**config.mk**
```make
export PLATFORM = sky130hd
export DESIGN_NAME = fifo_wr_arb
export DESIGN_NICKNAME = d
export VERILOG_FILES = /design/src/rtl/fifo_pkg.sv /design/src/rtl/fifo_wr_arb_rr_pick.sv /design/src/rtl/fifo_wr_arb.sv
export SDC_FILE = /design/constraint.sdc
export NUM_CORES = 1
export LEC_CHECK = 0
export ABC_AREA = 1
export CAP_MARGIN = 20
export CORE_MARGIN = 2
export CORE_UTILIZATION = 37
export DETAILED_ROUTE_END_ITERATION = 10
export PLACE_DENSITY = 0.84
export SLEW_MARGIN = 20
export SYNTH_ARGS = -nofsm -noshare
export SYNTH_HDL_FRONTEND = slang
export SYNTH_SLANG_ARGS = --single-unit
```
**constraint.sdc**
```tcl
create_clock -name wclk -period 1.6 [get_ports wclk]
set_input_delay 0.32 -clock wclk [delete_from_list [all_inputs] [get_ports wclk]]
set_output_delay 0.32 -clock wclk [all_outputs]
set_load 0.05 [all_outputs]
```
**src/rtl/fifo_pkg.sv**
```systemverilog
// Shared definitions for the async FIFO and its write-side arbiter.
package fifo_pkg;

  localparam int FIFO_WIDTH = 8;
  localparam int FIFO_DEPTH = 16;

  typedef enum logic {
    IDLE = 1'b0,
    BUSY = 1'b1
  } arb_state_t;

  function automatic int wrap_inc(input int idx, input int n);
    return (idx + 1 >= n) ? 0 : idx + 1;
  endfunction

endpackage

```
**src/rtl/fifo_wr_arb_rr_pick.sv**
```systemverilog
// Combinational round-robin picker: first valid requester at or above ptr, with wrap.
module rr_pick #(
  parameter  int NREQ = 4,
  localparam int IW   = $clog2(NREQ)
) (
  input  logic [NREQ-1:0] valid,
  input  logic [IW-1:0]   ptr,
  output logic [IW-1:0]   idx,
  output logic            any
);

  int          c;
  logic [IW-1:0] cand;

  // Scan from the farthest offset down so the nearest valid index is assigned last and wins.
  always_comb begin
    idx  = '0;
    any  = 1'b0;
    c    = 0;
    cand = '0;
    for (int i = NREQ - 1; i >= 0; i--) begin
      c = int'(ptr) + i;
      if (c >= NREQ) c = c - NREQ;
      cand = IW'(c);
      if (valid[cand]) begin
        idx = cand;
        any = 1'b1;
      end
    end
  end

endmodule

```
**src/rtl/fifo_wr_arb.sv**
```systemverilog
// Round-robin burst arbiter that funnels NREQ valid/ready requesters into one FIFO write port.
module fifo_wr_arb
  import fifo_pkg::*;
#(
  parameter int NREQ  = 4,
  parameter int WIDTH = FIFO_WIDTH,
  parameter int BURST = 4
) (
  input  logic                  wclk,
  input  logic                  rstn,
  input  logic                  en,
  input  logic [NREQ-1:0]       req_valid,
  input  logic [NREQ*WIDTH-1:0] req_data,
  output logic [NREQ-1:0]       req_ready,
  output logic [NREQ-1:0]       gnt,
  output logic                  push,
  output logic [WIDTH-1:0]      din,
  input  logic                  full
);

  localparam int IW = $clog2(NREQ);
  localparam int CW = $clog2(BURST) + 1;

  arb_state_t    state_q, state_d;
  logic [IW-1:0] owner_q, owner_d;
  logic [IW-1:0] rr_ptr_q, rr_ptr_d;
  logic [CW-1:0] cnt_q, cnt_d;

  logic [IW-1:0]   pick_idx;
  logic            pick_any;
  logic            owner_valid;
  logic            last_beat;
  logic [IW-1:0]   next_ptr;
  logic [NREQ-1:0] owner_oh;

  rr_pick #(.NREQ(NREQ)) u_rr_pick (
    .valid (req_valid),
    .ptr   (rr_ptr_q),
    .idx   (pick_idx),
    .any   (pick_any)
  );

  assign owner_valid = req_valid[owner_q];
  assign last_beat   = (cnt_q == CW'(BURST - 1));
  assign next_ptr    = IW'(wrap_inc(int'(owner_q), NREQ));
  assign owner_oh    = NREQ'(1) << owner_q;

  // NOTE: sequential state uses non-blocking assignments so every flop samples pre-edge values.
  always_ff @(posedge wclk or negedge rstn) begin
    if (!rstn) begin
      state_q  <= IDLE;
      owner_q  <= '0;
      rr_ptr_q <= '0;
      cnt_q    <= '0;
    end else begin
      state_q  <= state_d;
      owner_q  <= owner_d;
      rr_ptr_q <= rr_ptr_d;
      cnt_q    <= cnt_d;
    end
  end

  // NOTE: every comb output gets a default first so no path can infer a latch.
  always_comb begin
    state_d  = state_q;
    owner_d  = owner_q;
    rr_ptr_d = rr_ptr_q;
    cnt_d    = cnt_q;
    case (state_q)
      IDLE: begin
        if (en && pick_any) begin
          state_d = BUSY;
          owner_d = pick_idx;
          cnt_d   = '0;
        end
      end
      BUSY: begin
        if (!owner_valid) begin
          state_d  = IDLE;
          rr_ptr_d = next_ptr;
        end else if (!full) begin
          cnt_d = cnt_q + CW'(1);
          if (last_beat) begin
            state_d  = IDLE;
            rr_ptr_d = next_ptr;
          end
        end
      end
      default: state_d = IDLE;
    endcase
  end

  // gnt decodes straight from flops, so it is glitch-free and changes only on wclk.
  always_comb begin
    gnt       = '0;
    req_ready = '0;
    push      = 1'b0;
    din       = req_data[int'(owner_q)*WIDTH +: WIDTH];
    if (state_q == BUSY) begin
      gnt  = owner_oh;
      push = owner_valid && !full;
      if (!full) req_ready = owner_oh;
    end
  end

endmodule

```
# After elaboration in Yosys (flattened, before gate mapping)

Index checks and enable logic that the tools add are counted.

Multiplexer cells: 39
$lt $le $gt $ge: 10
Reduce and logical (&&, ||, !) cells: 6
Bitwise gates (word level): 1
Shift operators: 2
$add $sub $neg: 9
Equality and inequality tests: 6

Operators by type and width:

| kind                | count |
|---|---|
| $shiftx 32x6->8     | 1 |
| $mux 2              | 12 |
| $lt 2x3->1 const B  | 5 |
| $mux 1              | 14 |
| $ge 3x3->1 const B  | 4 |
| $mux 4              | 3 |
| $bmux 1 s2          | 5 |
| $mux 3              | 3 |
| $sub 2x1->2 const B | 4 |
| $add 2x1->3 const B | 2 |
| $add 2x2->3 const B | 2 |
| $ne 2x2->1 const B  | 3 |
| $pmux 3 s2          | 1 |
| $reduce_and 3->1    | 2 |
| $ne 2x1->1 const B  | 2 |
| $shl 1x2->4 const A | 1 |
| $add 3x1->3 const B | 1 |
| $eq 3x2->1 const B  | 1 |
| $ge 2x3->1 const B  | 1 |
| $logic_and 1x1->1   | 2 |
| $pmux 1 s2          | 1 |
| $reduce_and 2->1    | 1 |
| $logic_not 1->1     | 1 |
| $not 1->1           | 1 |

Flip-flop bits (word level): 8
Bits of input ports: 40
Logic and storage cells: 77

# Logic depth before layout (Yosys ltp)

Depth in word-level cells: 12
Depth in mapped cells: 12
Depth with buffers taken out: 11

# Modules after synthesis

From an unflattened synthesis, not the netlist that was laid out.

Cell total of the unflattened synthesis: 164
Area, all modules: 1048.5 µm²

By module, submodules not included:

| module      | cells each | times used | area an instance (µm²) |
|---|---|---|---|
| fifo_wr_arb | 120        | 1          | 833.3 |
| rr_pick     | 44         | 1          | 215.2 |

# Worst setup path after synthesis

Ideal clock, no wire load.

Path kind: reg-to-output
From: register owner_q[0]
To: output req_ready[0]
Data arrival time: 1.779 ns
Cell stages (with the launch flop): 7
Path buffers: 2
Slack: -0.499 ns
Required time: 1.280 ns
Cells stage by stage: dfrtp_1 buf_2 inv_1 buf_2 ha_1 nand2_1 nor2_1

Cells in the longest elaborated chain, start to end: 3

Ends and longest elaborated chain:

| item                   | RTL line           | text |
|---|---|---|
| from (decl)            | fifo_wr_arb.sv:25  | `logic [IW-1:0] owner_q, owner_d;` |
| from (signal assigned) | fifo_wr_arb.sv:57  | `owner_q <= owner_d;` |
| $shl 1x2->4            | fifo_wr_arb.sv:46  | `assign owner_oh = NREQ'(1) << owner_q;` |
| $mux 4                 | fifo_wr_arb.sv:102 | `if (!full) req_ready = owner_oh;` |
| $mux 4                 | fifo_wr_arb.sv:99  | `if (state_q == BUSY) begin` |
| to (decl)              | fifo_wr_arb.sv:14  | `output logic [NREQ-1:0] req_ready,` |

No other way between the ends.

# Worst setup path in the final report

From: input req_valid[2]
To: output push

Cells in the longest elaborated chain, start to end: 4

Ends and longest elaborated chain:

| item                         | RTL line           | text |
|---|---|---|
| from (decl)                  | fifo_wr_arb.sv:12  | `input logic [NREQ-1:0] req_valid,` |
| $bmux 1 s2                   | fifo_wr_arb.sv:43  | `assign owner_valid = req_valid[owner_q];` |
| $mux 1 (implied by the code) | fifo_wr_arb.sv:43  |  |
| $logic_and 1x1->1            | fifo_wr_arb.sv:101 | `push = owner_valid && !full;` |
| $mux 1                       | fifo_wr_arb.sv:99  |  |
| to (decl)                    | fifo_wr_arb.sv:16  | `output logic push,` |

No other way between the ends. The select of a mux whose other input is x is not followed.

==> impl_metrics.toml <==
[cts]
htreeDepth = 1
clk_latency_ns = 0.26
clk_pin_slew_ns = 0.06
cts_tree = "built"
ctsLongestPathBuffers = 2
cts.sinks = 8
cts_root_buf = "clkbuf_4"
cts_made_buffers = 3

[critical_path]
cp.arrival_ns = 1.57
crit_type = "input port to primary output"
critPathRequiredTime_ns = 1.28
path_max_fanout = 2
cp-start-kind = "input port"
end_kind = "primary output"

[synthesis]
synth_edf_count = 0
postSynthAreaPerCell_um2 = 5.959
synth-seq-area-share = 0.2100
synthArstFlopShare = 1.000
synth_most_common_cell = "nand2_1"
yosys.area.top_type_share = 0.2100
yosys_warnings = 0
yosysTopAreaCell = "dfrtp_1"
synth_cells = 160
synth.top_cells.by_count = "nand2_1 (38), nor2_1 (26), o21ai_0 (21), inv_1 (16)"
syn-cell-area_um2 = 953.4
ys_top_cells_by_area = "dfrtp_1 (21%), nand2_1 (15%), o21ai_0 (11%)"
synth_nets = 206
post_synth_num_cell_types = 21
synth-seq-cells = 8
ys.flop_type = "dfrtp_1"

[detailed_routing]
drc_errors = 0
viasPerCell = 5.949
via_count = 1630
wl_per_cell_um = 21.43
routed_wl_um = 5871
firstDrtPassIters = 5
postRouteAntennaNets = 0
drt_iter0_drc = 83

[timing]
timing.final.crit_share = 1.181
rsz0062_at_grt = "yes"
setup_viol = 19
whs_ns = 0.3419
worst_slew_pin_slew_ns = 0.3770
min_period_ns = 1.889
slew_headroom = 0.7479
worst_clock_skew_ns = 0.002089
fmax_ghz = 0.5293
drv_slew = 0
fin_ws_ns = -0.2892
hold_viol = 0

[floorplanning]
start_util = 0.3884
coreArea_um2 = 2455
fp-row-count = 18
die_h_um = 54.76
dieWidth_um = 54.76
pin_count = 57
dieArea_um2 = 2999

[global_routing]
grt_use_met2 = 0.5655
antenna_found_initial = 0
grt_use_total = 0.2907
grt_max_degree = 14
top_usage_layer = "met2"
grt_pass1_wl_um = 6251
grt_remaining_overflow = 0
grt_pass1_vias = 1429
use_met3 = 0.04098
use_met1 = 0.2916

[finish]
drive_gt1_frac = 0.4672
finalNonFillerCells = 274
diodes = 0
nFillCells = 92
area_growth_pct = 132.4
final_nets = 292
fin_area_um2 = 2216

[place]
port_buffers = 56
hpwl_um = 2876
placed_cell_area_um2 = 1899
gp_congestion = 0.8542
numPlacedInstances = 262

[pwr]
p_per_area_nw_per_um2 = 2177
peakVddDrop_v = 0.002114
leakagePower_uw = 0.0009904

[min_path]
min_path_type = "input port to asynchronous set/reset pin"

[run_status]
outcome = "complete, but fails checks"
violations = "negative setup slack"

[job]
maxCapViolations = 0
critical path: stages:
cell	delay, ns
clkdlybuf4s50_1	0.53
inv_1	0.10
o21ai_2	0.24
nand2_2	0.10
nor2_4	0.13
buf_12	0.14
path summary, 6_finish.rpt:
| path | from | to | slack [ns] | cells after the start |
|---|---|---|---|---|
| max | req_valid[2] | push | -0.29 | 6 |
| min | rstn | cnt_q[1] | 0.34 | 1 |
| max reg2reg | owner_q[0] | cnt_q[0] | 0.03 | 8 |
| min reg2reg | cnt_q[0] | cnt_q[0] | 0.49 | 1 |
| max in group asynchronous | rstn | owner_q[0] | 0.96 | 1 |
| min in group wclk | cnt_q[0] | cnt_q[0] | 0.49 | 1 |
through the flow:
stage          TNS (ns)  utilization  total power, uW  worst slack [ns]
2_1_floorplan  -0.05136            -             2606          -0.03699
6_report         -2.984       0.9027             4823           -0.2892
3_5_place_dp     -1.984       0.7737             3629           -0.2315
4_1_cts          -1.690       0.8186             4063           -0.1331
3_3_place_gp     -1.586       0.7737             3516           -0.2436
5_1_grt          -3.855       0.9027             5026           -0.3645
flip-flops by register name, indices dropped and copies added, names as in the netlist:
signal	cells
cnt_q	3
owner_q	2
rr_ptr_q	2
state_q	1
where the power goes:
group | switching [uW] | internal [uW]
clock | 75.5 | 86.3
sequential | 157 | 299
combinational | 2490 | 1720
timing repair:
action / in CTS / in global routing
pin swaps: 2 / 4
hold buffers: 0 / 0
endpoints found under the setup margin: 17 / 23
resized for setup: 38 / 40
cloned: 0 / 1
buffers inserted: 2 / 6
layer usage:
| layer | share of wire | vias to the layer above |
|---|---|---|
| li1 | - | 689 |
| met1 | 0.34 | 750 |
| met2 | 0.50 | 145 |
| met3 | 0.082 | 46 |
| met4 | 0.082 | 0 |
| met5 | 0 | - |
cell usage in the layout (no fill, tap or decap), drive strengths merged, types with 2 or more instances in the layout:
cell type	count
nand3	9
o22ai	8
ha	6
inv	16
buf	46
nand2	48
dfrtp	8
nor2	28
a21oi	3
clkinvlp	2
clkbuf	4
o21ai	24
clkdlybuf4s50	37
dlymetal6s2s	2
cells by family (layout without fill, tap and decap cells):
kind of cell / Yosys count / in the layout / synth area share
AO/OA/AOI/OAI: 36 / 36 / 0.2021
flip-flops: 8 / 8 / 0.2100
AND/OR/NAND/NOR: 86 / 86 / 0.3976
buffers and inverters: 24 / 108 / 0.1115
adder cells (fa/ha/maj): 6 / 6 / 0.07874
cell type report:
class / count / area (um2) / area share
clock buffers: 3 / 22.52 / 0.01016
multi-input cells: 128 / 927.1 / 0.4184
inverters: 19 / 91.34 / 0.04122
repair buffers: 86 / 933.4 / 0.4212
flip-flops and latches: 8 / 203.9 / 0.09204
well taps: 30 / 37.54 / 0.01694
Power figures use the tool's default switching activity.
